## config.mk

```make
export PLATFORM = sky130hd
export DESIGN_NAME = ifu_fetch_queue
export DESIGN_NICKNAME = d
export VERILOG_FILES = /design/src/rtl/ifu_fetch_queue.sv
export SDC_FILE = /design/constraint.sdc
export NUM_CORES = 1
export LEC_CHECK = 0
export CAP_MARGIN = 20
export CORE_ASPECT_RATIO = 1.25
export CORE_MARGIN = 1.5
export CORE_UTILIZATION = 53
export DETAILED_ROUTE_END_ITERATION = 6
export PLACE_DENSITY = 0.83
export SYNTH_ARGS = -nofsm -noshare
export SYNTH_HDL_FRONTEND = slang
export SYNTH_SLANG_ARGS = --single-unit
```

## constraint.sdc

```tcl
create_clock -name clk -period 5.3 [get_ports clk]
set_input_delay 1.59 -clock clk [delete_from_list [all_inputs] [get_ports clk]]
set_output_delay 1.59 -clock clk [all_outputs]
set_load 0.02 [all_outputs]
```

## src/rtl/ifu_fetch_queue.sv

```systemverilog
// ifu_fetch_queue: sequential fetch PC generator with one outstanding I-cache request,
// redirect/kill handling, and a small instruction FIFO feeding decode.
module ifu_fetch_queue #(
  parameter logic [31:0] RESET_PC = 32'h0000_0000,
  parameter int          FQ_DEPTH = 4
) (
  input  logic        clk,
  input  logic        rstn,
  input  logic        redirect_valid_i,
  input  logic [31:0] redirect_pc_i,
  output logic        icache_req_valid_o,
  input  logic        icache_req_ready_i,
  output logic [31:0] icache_req_addr_o,
  input  logic        icache_resp_valid_i,
  output logic        icache_resp_ready_o,
  input  logic [31:0] icache_resp_data_i,
  input  logic [31:0] icache_resp_addr_i,
  output logic        inst_valid_o,
  input  logic        inst_ready_i,
  output logic [31:0] inst_o,
  output logic [31:0] inst_pc_o
);
  localparam int AW = $clog2(FQ_DEPTH);
  localparam int CW = AW + 1;
  typedef enum logic [1:0] {IDLE, REQ, WAIT, KILL} state_e;
  state_e state_q, state_d;
  logic [31:0] pc_q, pc_d;
  logic [31:0] mem_pc_q [FQ_DEPTH];
  logic [31:0] mem_data_q [FQ_DEPTH];
  logic [AW-1:0] wptr_q, rptr_q;
  logic [CW-1:0] count_q;
  logic req_hs, resp_hs, push, pop;
  logic [31:0] redir_pc;
  assign redir_pc = redirect_pc_i & ~32'h3;
  assign icache_req_valid_o = (state_q == REQ) && (count_q < CW'(FQ_DEPTH));
  assign icache_req_addr_o = pc_q;
  assign icache_resp_ready_o = (state_q == WAIT) || (state_q == KILL);
  assign req_hs = icache_req_valid_o & icache_req_ready_i;
  assign resp_hs = icache_resp_ready_o & icache_resp_valid_i;
  // Only a non-redirected WAIT response for the current PC is kept; KILL always drops.
  assign push = (state_q == WAIT) && resp_hs && !redirect_valid_i && (icache_resp_addr_i == pc_q);
  assign inst_valid_o = count_q != '0;
  assign pop = inst_valid_o & inst_ready_i;
  assign inst_o = inst_valid_o ? mem_data_q[rptr_q] : '0;
  assign inst_pc_o = inst_valid_o ? mem_pc_q[rptr_q] : '0;
  always_comb begin
    state_d = state_q;
    pc_d = redirect_valid_i ? redir_pc : push ? pc_q + 32'd4 : pc_q;
    case (state_q)
      IDLE: state_d = REQ;
      REQ: state_d = req_hs ? (redirect_valid_i ? KILL : WAIT) : REQ;
      WAIT: state_d = resp_hs ? REQ : (redirect_valid_i ? KILL : WAIT);
      KILL: state_d = resp_hs ? REQ : KILL;
      default: state_d = IDLE;
    endcase
  end
  always_ff @(posedge clk) begin
    if (!rstn) begin
      state_q <= IDLE;
      pc_q <= RESET_PC;
    end else begin
      state_q <= state_d;
      pc_q <= pc_d;
    end
  end
  always_ff @(posedge clk) begin
    if (!rstn || redirect_valid_i) begin
      wptr_q <= '0;
      rptr_q <= '0;
      count_q <= '0;
    end else begin
      if (push) wptr_q <= wptr_q + AW'(1);
      if (pop) rptr_q <= rptr_q + AW'(1);
      count_q <= count_q + CW'(push) - CW'(pop);
    end
  end
  always_ff @(posedge clk) begin
    if (rstn && push) begin
      mem_pc_q[wptr_q] <= pc_q;
      mem_data_q[wptr_q] <= icache_resp_data_i;
    end
  end
endmodule
```

==> metrics.md, run 1 <==
| Metric | Value |
|---|---|
| Async set or reset register ratio after synthesis | `0%` |
| Final number of setup-violating endpoints | `0` |
| Top post-synthesis cells by count | `edfxtp_1, and2_1, mux4_2` |
| N_diodes | `0` |
| Critical path arrival | `2.89 ns` |
| Critical Path RT | `3.71 ns` |
| Final Cycle Share | `84.6%` |
| GPL Wtd Cong | `slightly above 0.9` |
| Wirelength per Cell | `21.3 microns` |
| CP Class | `reg2out` |
| Count of input and output buffers | `194` |
| First-pass DRT Iterations | `5` |
| Reg2reg start | `icache_req_addr_o[19]` |
| NumNets Final | `1,078` |
| Yosys reg bits | `289` |
| Status | `completed` |
| DRC | `0` |
| Num Clock Sinks | `between 200 and 300` |
| CTS H-tree depth | `1` |
| CP endpoint kind | `primary output` |
| Final Cell Area | `15,400 sq um` |
| Final Critical Period | `about 4.5 ns` |
| Mapped cell area | `between 10,000 and 15,000 sq um` |
| Mapped Avg Cell Area | `15.8 sq um` |
| Post-CTS Setup Inserts | `0` |
| Pleak | `roughly 0.005 uW` |
| Die area | `24,000 sq um` |
| Global route overflow | `0` |
| Post-DP HPWL | `17,600 microns` |
| Synth top area share | `about three fifths` |
| DRT Wirelength | `27,100 microns` |
| Dominant synthesized flop cell | `edfxtp_1` |
| Placed cell areas | `14,600 sq um` |
| Reg2Reg Depth | `12` |
| TritonCTS clock tree | `yes` |
| Max Cap Viol | `0` |
| Reg2reg setup slack | `1.81 ns` |
| CTS root buf | `clkbuf_16` |
| Total core area | `22,800 sq um` |
| Slew Viols, Final | `0` |
| Clock transition at path regs | `0.07 ns` |
| Post-CTS sizing | `0` |
| Tot GR Track Use | `22.9%` |
| Worst setup path endpoint | `inst_pc_o[10]` |
| Antenna viol nets, final | `0` |
| Max Root-Sink Buffers | `3` |
| Via density | `5.90` |
| First-pass GRT wire length | `42,700 microns` |
| Largest net degree at the start of global routing | `63` |
| Post-synthesis instance total | `about 770` |
| Area leader, netlist | `edfxtp_1` |
| Final hold violation count | `0` |
| DIE HEIGHT | `approximately 170 microns` |
| Initial Util | `53.6%` |
| Layout Skew | `about 0.014 ns` |
| RSZ-0062 raised after global routing | `no` |
| Setup total negative slack | `0 ns` |
| I/O pin count | `around 200` |
| Initial antenna violation count | `0` |
| Peak VDD IR | `0.000220 V` |
| Hold Buf Count CTS | `0` |
| Unique masters post-synth | `57` |
| Fmax | `0.223 GHz` |
| Vias in the first global route | `7,611` |
| DR iter-0 viols | `~660` |
| Synth area leaders | `edfxtp_1, mux4_2, dfxtp_1` |
| End of the worst register-to-register path | `count_q[2]` |
| Most common cell in the synthesized netlist | `edfxtp_1` |
| Slew margin rel. | `37.0%` |
| EDFF count, synth | `248` |
| Crit path max fanout | `26` |
| Fin util | `67.7%` |
| Power Dens Cells | `301 nW/um^2` |
| Area delta synth->final | `26.2%` |
| Sequential area share after synthesis | `around two thirds` |
| Crit start category | `flip-flop` |
| Hold Path Class | `reg2reg` |
| CTS buffer count | `26` |
| Layout cell share with drive strength beyond 1 | `around 14%` |
| Worst-margin pin slew | `0.944 ns` |
| Die Width | `approximately 140 microns` |
| Via Count | `about 7.5k` |
| Later-pin clock latency in the skew report | `around 0.53 ns` |
| # rows | `62` |
| Yosys warns | `0` |
worst max-delay path, cell delays in order, from the launching register on:
cell	delay (ns)
dfxtp_4	0.69
buf_4	0.39
mux4_2	0.55
and2_1	0.17
clkdlybuf4s50_1	0.55
sequential cells by signal, summed over array words and instances, names as in the netlist, named ones only:
signal	flops
state_q	2
count_q	3
icache_req_addr_o	30
mem_data_q	128
mem_pc_q	120
wptr_q	2
rptr_q	2
worst min-delay path by stage:
stage / startpoint / depth (start not counted) / slack [ns] / end
2_1_floorplan: wptr_q[1] / 2 / 0.46 / wptr_q[1]
3_3_place_gp: wptr_q[1] / 2 / 0.48 / wptr_q[1]
3_5_place_dp: wptr_q[1] / 2 / 0.50 / wptr_q[1]
4_1_cts: wptr_q[1] / 2 / 0.51 / wptr_q[1]
5_1_grt: wptr_q[1] / 2 / 0.54 / wptr_q[1]
6_report: wptr_q[1] / 2 / 0.50 / wptr_q[1]
routing by layer:
layer / GRT usage (%) / wire [microns]
met2: 38.8 / 13700
met3: 3.99 / 2180
met5: 0 / 0
met1: 30.3 / 10400
met4: 7.42 / 791
layout by cell type (no fill, tap or decap), types with 3 or more instances in the layout:
cell type / n
edfxtp_1: 248
clkdlybuf4s50_1: 194
and2_1: 68
mux4_2: 62
nand2_1: 54
dfxtp_1: 39
clkbuf_16: 27
nor2_1: 26
xor2_1: 25
a21oi_1: 20
buf_4: 13
a22oi_1: 12
inv_1: 11
xnor2_1: 11
o21ai_0: 11
nand3_1: 11
nor3_1: 10
nand4_1: 10
and4_1: 10
o22ai_1: 9
nor4_1: 7
a31oi_1: 7
ha_1: 7
and3_1: 6
clkinv_1: 6
clkinv_2: 6
buf_12: 6
and3_4: 4
o31ai_1: 4
o2bb2ai_1: 4
o21a_1: 4
conb_1: 4
bufinv_16: 4
nand3b_1: 3
nand4b_1: 3
clkbuf_1: 3
report_power, final:
part / internal (uW) / switching, uW
sequential: 2480 / 44.7
combinational: 121 / 103
clock: 1120 / 778
total: 3720 / 926
cell type report:
| class | instances | area, sq um |
|---|---|---|
| flip-flops and latches | 289 | 8280 |
| fillers | 1603 | 7370 |
| multi-input cells | 426 | 3730 |
| repair buffers | 213 | 2160 |
| clock buffers | 30 | 687 |
| well taps | 288 | 360 |
| clock inverters | 17 | 183 |
| inverters | 12 | 45.0 |
per-stage QoR:
stage / hold WS (ns) / total power [uW] / setup WS (ns) / std cells
2_1_floorplan: 0.465 / 2640 / 0.683 / 776
5_1_grt: 0.543 / 4780 / 0.639 / 1275
6_report: 0.498 / 4650 / 0.816 / 1275
4_1_cts: 0.506 / 4680 / 0.705 / 1275
3_5_place_dp: 0.496 / 2790 / 0.408 / 1228
3_3_place_gp: 0.482 / 2790 / 0.417 / 1228
kinds of logic (layout without fill, tap and decap cells):
| logic type | Yosys count | in the layout | synth area share, % |
|---|---|---|---|
| multiplexers | 62 | 62 | 11.4 |
| AND/OR/NAND/NOR | 231 | 231 | 10.7 |
| other | 1 | 4 | 0.0307 |
| buffers and inverters | 61 | 272 | 2.23 |
| XOR/XNOR | 36 | 36 | 2.58 |
| adder cells (fa/ha/maj) | 8 | 8 | 0.879 |
| AO/OA/AOI/OAI | 85 | 85 | 4.57 |
| flip-flops | 289 | 289 | 67.6 |
Note: power is estimated with default switching activity, not from simulation.
==> run 2, diff against run 1 <==
- clock period: 5.3 -> 4.3 ns (I/O delays scaled with it)
==> run 2 against run 1 <==
Compared with the run above: register-to-register slack lost 0.55 ns; combinational power grew 29%; clock skew shrank 0.00089 ns; critical endpoint is now inst_pc_o[24]; final area grew 0.77%; largest cell class unchanged; via count grew 1.2%; utilization grew 0.52 points; hold slack gained 0.028 ns; power grew 22%; first-iteration DRC count grew 6.5%; sequential power grew 23%; wire length grew 1.1%.
==> metrics.md, run 2 (synthesis results as in run 1) <==
| Metric | Value |
|---|---|
| Die Width | `139 microns (unchanged)` |
| RSZ-0062 raised after global routing | `no (unchanged)` |
| Total power | `5670 uW (was 4650 uW)` |
| Num Clock Sinks | `289 (unchanged)` |
| First-pass DRT Iterations | `5 (unchanged)` |
| Final Cycle Share | `91.6%` |
| Clock transition at path regs | `0.07 ns (about the same)` |
| CTS buffer count | `26 (unchanged)` |
| Placed cell areas | `14,700 sq um (was 14,600 sq um)` |
| DR iter-0 viols | `707 (was 664)` |
| Power Dens Cells | `364 nW/um^2 (was 301 nW/um^2)` |
| Global route overflow | `0 (unchanged)` |
| Final Cell Area | `15,600 sq um (was 15,400 sq um)` |
| Slew Viols, Final | `0 (unchanged)` |
| Area delta synth->final | `27.1% (was 26.2%)` |
| Peak per-stage delay on the critical path | `0.59 ns (was 0.69 ns)` |
| I/O pin count | `201 (unchanged)` |
| Post-CTS sizing | `0 (unchanged)` |
| Largest net degree at the start of global routing | `63 (unchanged)` |
| Tot GR Track Use | `22.9% (about the same)` |
| Via density | `5.90 (about the same)` |
| Post-DP HPWL | `17,600 microns (about the same)` |
| Fillcell total | `1,543 (was 1,603)` |
| Crit path max fanout | `17 (was 26)` |
| Reg2reg start | `icache_req_addr_o[19] (unchanged)` |
| Fin Hold WS | `0.526 ns (was 0.498 ns)` |
| Hold Buf Count CTS | `0 (unchanged)` |
| CP Class | `reg2out (unchanged)` |
| Later-pin clock latency in the skew report | `0.52 ns (was 0.53 ns)` |
| First-pass GRT wire length | `43,100 microns (was 42,700 microns)` |
| Post-CTS Setup Inserts | `0 (unchanged)` |
| Crit start category | `flip-flop (unchanged)` |
| Total core area | `22,800 sq um (unchanged)` |
| Max Cap Viol | `0 (unchanged)` |
| Layout cell share with drive strength beyond 1 | `15.4% (was 14.0%)` |
| Final hold violation count | `0 (unchanged)` |
| Critical path arrival | `2.65 ns (was 2.89 ns)` |
| Hold path startpoint | `wptr_q[1] (unchanged)` |
| NumNets Final | `1,094 (was 1,078)` |
| Max reg flops | `128 (unchanged)` |
| Biggest register | `mem_data_q (unchanged)` |
| Setup total negative slack | `0 ns (unchanged)` |
| Hold Path Class | `reg2reg (unchanged)` |
| Antenna viol nets, final | `0 (unchanged)` |
| Count of input and output buffers | `194 (unchanged)` |
| Vias in the first global route | `7,724 (was 7,611)` |
| Via Count | `7,619 (was 7,525)` |
| Pleak | `0.00504 uW (was 0.00496 uW)` |
| Slack of the critical path | `0.361 ns (was 0.816 ns)` |
| Worst path slowest cell | `dfxtp_4 (unchanged)` |
| Worst-path cell chain | `buf_4, mux4_2, and2_1, clkdlybuf4s50_1 (unchanged)` |
| Slew margin rel. | `46.9% (was 37.0%)` |
| CTS root buf | `clkbuf_16 (unchanged)` |
| Peak VDD IR | `0.000274 V (was 0.000220 V)` |
| CTS H-tree depth | `1 (unchanged)` |
| DRT Wirelength | `27,400 microns (was 27,100 microns)` |
| Pre-CTS setup slack | `0.112 ns (was 0.408 ns)` |
| Max Root-Sink Buffers | `3 (unchanged)` |
| # rows | `62 (unchanged)` |
| TritonCTS clock tree | `yes (unchanged)` |
| DRC | `0 (unchanged)` |
| Final number of setup-violating endpoints | `0 (unchanged)` |
| Critical Path RT | `3.01 ns (was 3.71 ns)` |
| Status | `completed (unchanged)` |
| Most common cell after layout, fill and taps aside | `edfxtp_1 (unchanged)` |
| Final Critical Period | `3.94 ns` |
| CP endpoint kind | `primary output (unchanged)` |
| DIE HEIGHT | `173 microns (unchanged)` |
| N_diodes | `0 (unchanged)` |
| Layout Skew | `0.0132 ns (was 0.0141 ns)` |
| Die area | `24,000 sq um (unchanged)` |
| Wirelength per Cell | `21.2 microns (was 21.3 microns)` |
| Initial antenna violation count | `0 (unchanged)` |
| Initial Util | `53.6% (unchanged)` |
| Fmax | `0.254 GHz` |
| Most frequent cells in the layout | `edfxtp_1, clkdlybuf4s50_1, and2_1, mux4_2, nand2_1 (unchanged)` |
| Worst-margin pin slew | `0.795 ns (was 0.944 ns)` |
| GPL Wtd Cong | `0.907 (about the same)` |
-- run 2: final cells by class --
class | count | area [sq um] | area share [%]
Sequential cell | 289 | 8280 | 53.2
Multi-Input combinational cell | 426 | 3730 | 24.0
Timing Repair Buffer | 229 | 2300 | 14.8
Clock buffer | 28 | 679 | 4.37
Tap cell | 288 | 360 | 2.32
Clock inverter | 19 | 164 | 1.05
Inverter | 12 | 45.0 | 0.290
-- run 2: through the flow --
| step | std cells | util, % |
|---|---|---|
| floorplan | 776 | - |
| detailed placement | 1244 | 64.5 |
| global placement | 1244 | 64.5 |
| finish | 1291 | 68.2 |
| CTS | 1291 | 68.2 |
| global route | 1291 | 68.2 |
-- run 2: worst max-delay path: cells and delay by family, from the launching register on --
family | cells | cell delay [ns]
buffers and inverters | 2 | 0.84
DFF | 1 | 0.59
muxes | 1 | 0.51
and+or+nand+nor | 1 | 0.19
-- run 2: path summary, 6_finish.rpt --
check	cells after the start	slack, ns	to
min reg2reg	2	0.53	wptr_q[1]
max reg2reg	13	1.26	count_q[2]
max	4	0.36	inst_pc_o[24]
min	2	0.53	wptr_q[1]
-- run 2: layer usage --
metal,vias up,global-route usage (%),wire [microns]
met5,-,0,0
met3,41,3.54,1780
li1,3418,-,-
met2,331,40.0,14100
met4,0,5.69,499
met1,3829,30.4,11000
-- run 2: power by group --
group | switching (uW) | total, uW | internal [uW]
Sequential | 48.7 | 3100 | 3050
Clock | 958 | 2270 | 1320
Combinational | 133 | 289 | 156
==> run 3, diff against run 2 <==
- CAP_MARGIN: 20 -> 30
- SKIP_LAST_GASP: not set -> 1
==> results of run 3 <==
Same layout as run 2: the final DEF is identical, and so are final timing and power.
==> RTL change 1 (settings of run 1) <==
`FQ_DEPTH`: 4 -> 16.
--- a/src/rtl/ifu_fetch_queue.sv
+++ b/src/rtl/ifu_fetch_queue.sv
@@ -4,3 +4,3 @@
   parameter logic [31:0] RESET_PC = 32'h0000_0000,
-  parameter int          FQ_DEPTH = 4
+  parameter int          FQ_DEPTH = 16
 ) (
Behaviour: same outputs for any inputs over 4 cycles, from zero or initial values and one cycle with rstn low; that may be too few to reach the edited logic, so the function may still have changed.
==> RTL change 1 against run 1 <==
Total power grew to 4.0 times the old value; core utilization shrank 4.8 points; wire length grew to 3.8 times the old value; synthesized area grew to 3.3 times the old value; design area grew to 3.1 times the old value; setup slack lost 0.74 ns; sequential cell count grew 752; combinational power grew to 13 times the old value.
==> RTL change 1: results (changes against run 1) <==
[place]
gp_congestion=0.957  ; +5.5%
post-place-cells=3028  ; +150%
dp_hpwl_mm=51.7  ; +190%
placed_cell_area_sq_um=44800  ; +210%

[logic_synthesis]
synthDistinctLibCells=60  ; +5.3%
synth_edf_count=992  ; +300%
seq_area_frac_synth_pct=75.4  ; +7.8 points
synth_mux_area_share_pct=17.1  ; +5.7 points
synth_compound_area_share_pct=1.39  ; -3.2 points
synth.top_cells.by_area=edfxtp_1 73%, mux4_2 17%, dfxtp_1 2.4%, and2_1 1.0%, clkbuf_1 0.62%
synth_xor_xnor_area_share_pct=1.03  ; -1.5 points

[clocking]
clk_latency_ns=0.65  ; +0.12 ns
numCtsBuffers=92  ; +250%
htree_levels=3  ; +2

[global_route]
grt_pass1_wl_mm=150  ; +250%
antenna_found_initial=6  ; +6

[power_and_ir_drop]
ir_drop_mv=0.381  ; +73%
p_clk_mw=6.65  ; +250%
p_sw_mw=4.59  ; +400%

[layout]
largest_reg_flops=512  ; +300%

[sta]
max-slew-margin-rel_pct=34.3  ; -2.7 points
worst_hold_slack_ns=0.546  ; +0.0478 ns
fin_worst_skew_ns=0.0261  ; +0.0120 ns

[worst_setup_path]
critPathArrivalTime_ns=3.63  ; +0.74 ns
slowest_delay_ns=0.62  ; -0.07 ns
r2r_setup_slack_ns=1.48  ; -0.33 ns
worstReg2RegStart=icache_req_addr_o[18]
rr_endpoint=mem_data_q[1][21]

[status]
status=finished, final reports clean

[worst_hold_path]
holdPathEnd=wptr_q[1]

RTL change 1: logic make-up (layout without fill, tap and decap cells):
logic type | after synthesis | in the layout
DFF | 1041 | 1041
buffers and inverters | 120 | 461
adders and majority gates | 13 | 13
other | 1 | 5
muxes | 310 | 310
and+or+nand+nor | 253 | 253
xor gates and xnor gates | 48 | 48
AOI/OAI and AO/OA | 89 | 89
RTL change 1: metal layers:
layer  vias up  global-route usage (%)  wire length (um)
met5         -                       0                54
met4         8                    7.94              2550
met3       193                    4.57              8910
met2      1362                    46.3             53700
met1     10944                    33.7             36400
li1       8394                       -                 -
RTL change 1: worst max path at each step:
| stage | start | endpoint | slack [ns] | cells past startpoint |
|---|---|---|---|---|
| floorplan | icache_resp_addr_i[13] | mem_data_q[4][0] | -0.88 | 6 |
| detailed placement | icache_resp_addr_i[1] | mem_data_q[1][14] | 0.19 | 9 |
| finish | flip-flop | inst_pc_o[18] | 0.08 | 5 |
| CTS | flip-flop | inst_pc_o[6] | 0.006 | 5 |
| global placement | icache_resp_addr_i[1] | mem_data_q[1][14] | 0.22 | 9 |
| global route | flip-flop | inst_pc_o[18] | -0.03 | 5 |
RTL change 1: layout make-up:
type / instances / area [sq um]
clock buffers: 109 / 2420
repair buffers: 277 / 3050
multi-input cells: 717 / 9730
clock inverters: 59 / 534
diodes: 1 / 2.50
well taps: 977 / 1220
flip-flops and latches: 1041 / 30800
fillers: 4748 / 28300
inverters: 16 / 60.1
RTL change 1: tightest hold or removal path, delay by kind of cell (launching register included):
| family | cells | cell delay, ns |
|---|---|---|
| flops | 1 | 0.36 |
| simple gates | 1 | 0.08 |
| compound gates | 1 | 0.06 |
==> RTL change 2 (settings of run 1) <==
Made on the original files. Encoding of `state_e`: now Gray code (2 bits for 4 states).
--- a/src/rtl/ifu_fetch_queue.sv
+++ b/src/rtl/ifu_fetch_queue.sv
@@ -24,3 +24,3 @@
   localparam int CW = AW + 1;
-  typedef enum logic [1:0] {IDLE, REQ, WAIT, KILL} state_e;
+  typedef enum logic [1:0] {IDLE = 2'b00, REQ = 2'b01, WAIT = 2'b11, KILL = 2'b10} state_e;
   state_e state_q, state_d;
Check against the original RTL: no difference found for any inputs over 4 cycles, from zero or initial values and one cycle with rstn low; so few cycles prove little.
==> RTL change 2 against run 1 <==
Clock skew rose by 0.0096 ns; total power is 1.0% lower; sequential power barely moved; setup slack got worse by 0.028 ns; critical path depth stayed put; synthesized area fell by 0.42%; sequential cell count did not move; synthesized cell count is 1.7% lower; design area shrank 0.50%; register-to-register slack better by 0.28 ns; wire length rose by 3.3%.
==> RTL change 2: results (changes against run 1) <==
[sta]
worst_hold_slack_ns=0.540  ; +0.0421 ns
fin_worst_skew_ns=0.0237  ; +0.00960 ns
max-slew-margin-rel_pct=37.6  ; +0.57 points

[logic_synthesis]
async_flop_share_pct=0  ; unchanged
synth.top_cells.by_area=edfxtp_1 61%, mux4_2 11%, dfxtp_1 6.7%, and2_1 3.2%, xor2_1 2.3%
yosys-top-cells-count=248 x edfxtp_1, 63 x and2_1, 62 x mux4_2
seq_area_frac_synth_pct=67.9  ; +0.28 points
synthCells=760  ; -1.7%
synthDistinctLibCells=56  ; -1.8%

[worst_setup_path]
critPathSlowestCell=dfxtp_4
worstReg2RegStart=icache_req_addr_o[18]
crit_fanout=35  ; +35%
slowest_delay_ns=0.73  ; +0.04 ns
critPathArrivalTime_ns=2.92  ; +0.03 ns
reg2reg_depth=13  ; +1
r2r_setup_slack_ns=2.09  ; +0.28 ns

[global_route]
grt_pass1_vias=7665  ; +0.71%
grt_start_max_net_pins=62  ; -1.6%
grt_pass1_wl_mm=43.4  ; +1.8%
grtUsageTotal_pct=23.4  ; +0.55 points

[layout]
nets=1068  ; -0.93%
drive_above_1_share_pct=14.4  ; +0.45 points

[detailed_routing]
first_pass_iters=4  ; -1
wire_per_inst_um=22.2  ; +4.5%
vias=7470  ; -0.73%
first_iter_violations=627  ; -5.6%
vias_per_cell=5.93  ; +0.45%

[place]
post-place-cells=1213  ; -1.2%
gp_congestion=0.940  ; +3.6%
dp_hpwl_mm=18.2  ; +3.5%

[power_and_ir_drop]
power_leakage_nw=4.96  ; about the same
ir_drop_mv=0.240  ; +8.9%

[clocking]
postCtsSetupBuffers=0  ; unchanged
clk_latency_ns=0.52
hold_buffers=0  ; unchanged

[worst_hold_path]
holdPathEnd=rptr_q[1]
min_from=rptr_q[1]
hold_path_class=flip-flop to flip-flop

[status]
status=finished, final reports clean

[RTL change 2: changes by cell type after synthesis, sizes merged, moves of 6 or more]
cell   before  now
xor2       25   32
nand3      11   21
xnor2      11    3
nor2       26   19
nand2      55   42
nand4      12    6
or4         1    7
a21oi      20   28
and4       10    2
[RTL change 2: worst max-delay path by stage]
stage / start / to / depth (start not counted)
after floorplan: icache_resp_addr_i[1] / mem_data_q[0][0] / 6
after global placement: icache_resp_addr_i[1] / count_q[2] / 14
after detailed placement: icache_resp_addr_i[1] / mem_data_q[3][18] / 8
after CTS: flip-flop / inst_o[3] / 4
after global routing: flip-flop / inst_o[3] / 4
final: flip-flop / inst_o[2] / 4
[RTL change 2: metrics by stage]
stage	setup slack, ns	area (sq um)	power [mW]	utilization [%]
detailed placement	0.699	14500	2.80	64.7
floorplan	0.287	12200	2.65	-
finish	0.788	15400	4.60	68.4
global placement	0.689	14500	2.80	64.7
global route	0.626	15400	4.72	68.4
CTS	0.697	15400	4.62	68.4
[RTL change 2: layout make-up]
| class | instances | area (sq um) |
|---|---|---|
| Sequential cell | 289 | 8280 |
| Multi-Input combinational cell | 418 | 3690 |
| Clock buffer | 31 | 691 |
| Tap cell | 283 | 354 |
| Inverter | 9 | 33.8 |
| Timing Repair Buffer | 214 | 2150 |
| Clock inverter | 16 | 156 |
| Fill cell | 1510 | 7080 |
[RTL change 2: cell families after synthesis]
group | Yosys count | synth area share (%)
XOR/XNOR | 35 | 2.52
other | 1 | 0.0308
multiplexers | 63 | 11.5
buffers and inverters | 56 | 2.13
AO/OA/AOI/OAI | 92 | 4.98
flip-flops | 289 | 67.9
AND/OR/NAND/NOR | 216 | 10.1
adder cells (fa/ha/maj) | 8 | 0.883
[RTL change 2: power by group]
part	internal (mW)	switching (mW)
registers	2.48	0.0443
logic	0.122	0.114
clock network	1.07	0.765
total	3.68	0.923
[RTL change 2: metal layers]
metal | track usage [%] | share of wire (%) | up-vias
li1 | - | - | 3364
met1 | 31.3 | 40 | 3734
met2 | 40.3 | 51 | 327
met3 | 3.03 | 6.1 | 45
met4 | 7.46 | 2.8 | 0
met5 | 0 | 0 | -
[RTL change 2: tightest hold or removal path, delay by kind of cell (launching register included)]
kind	cells	cell delay (ns)
flip-flops	1	0.33
AND/OR/NAND/NOR	1	0.10
XOR/XNOR	1	0.07
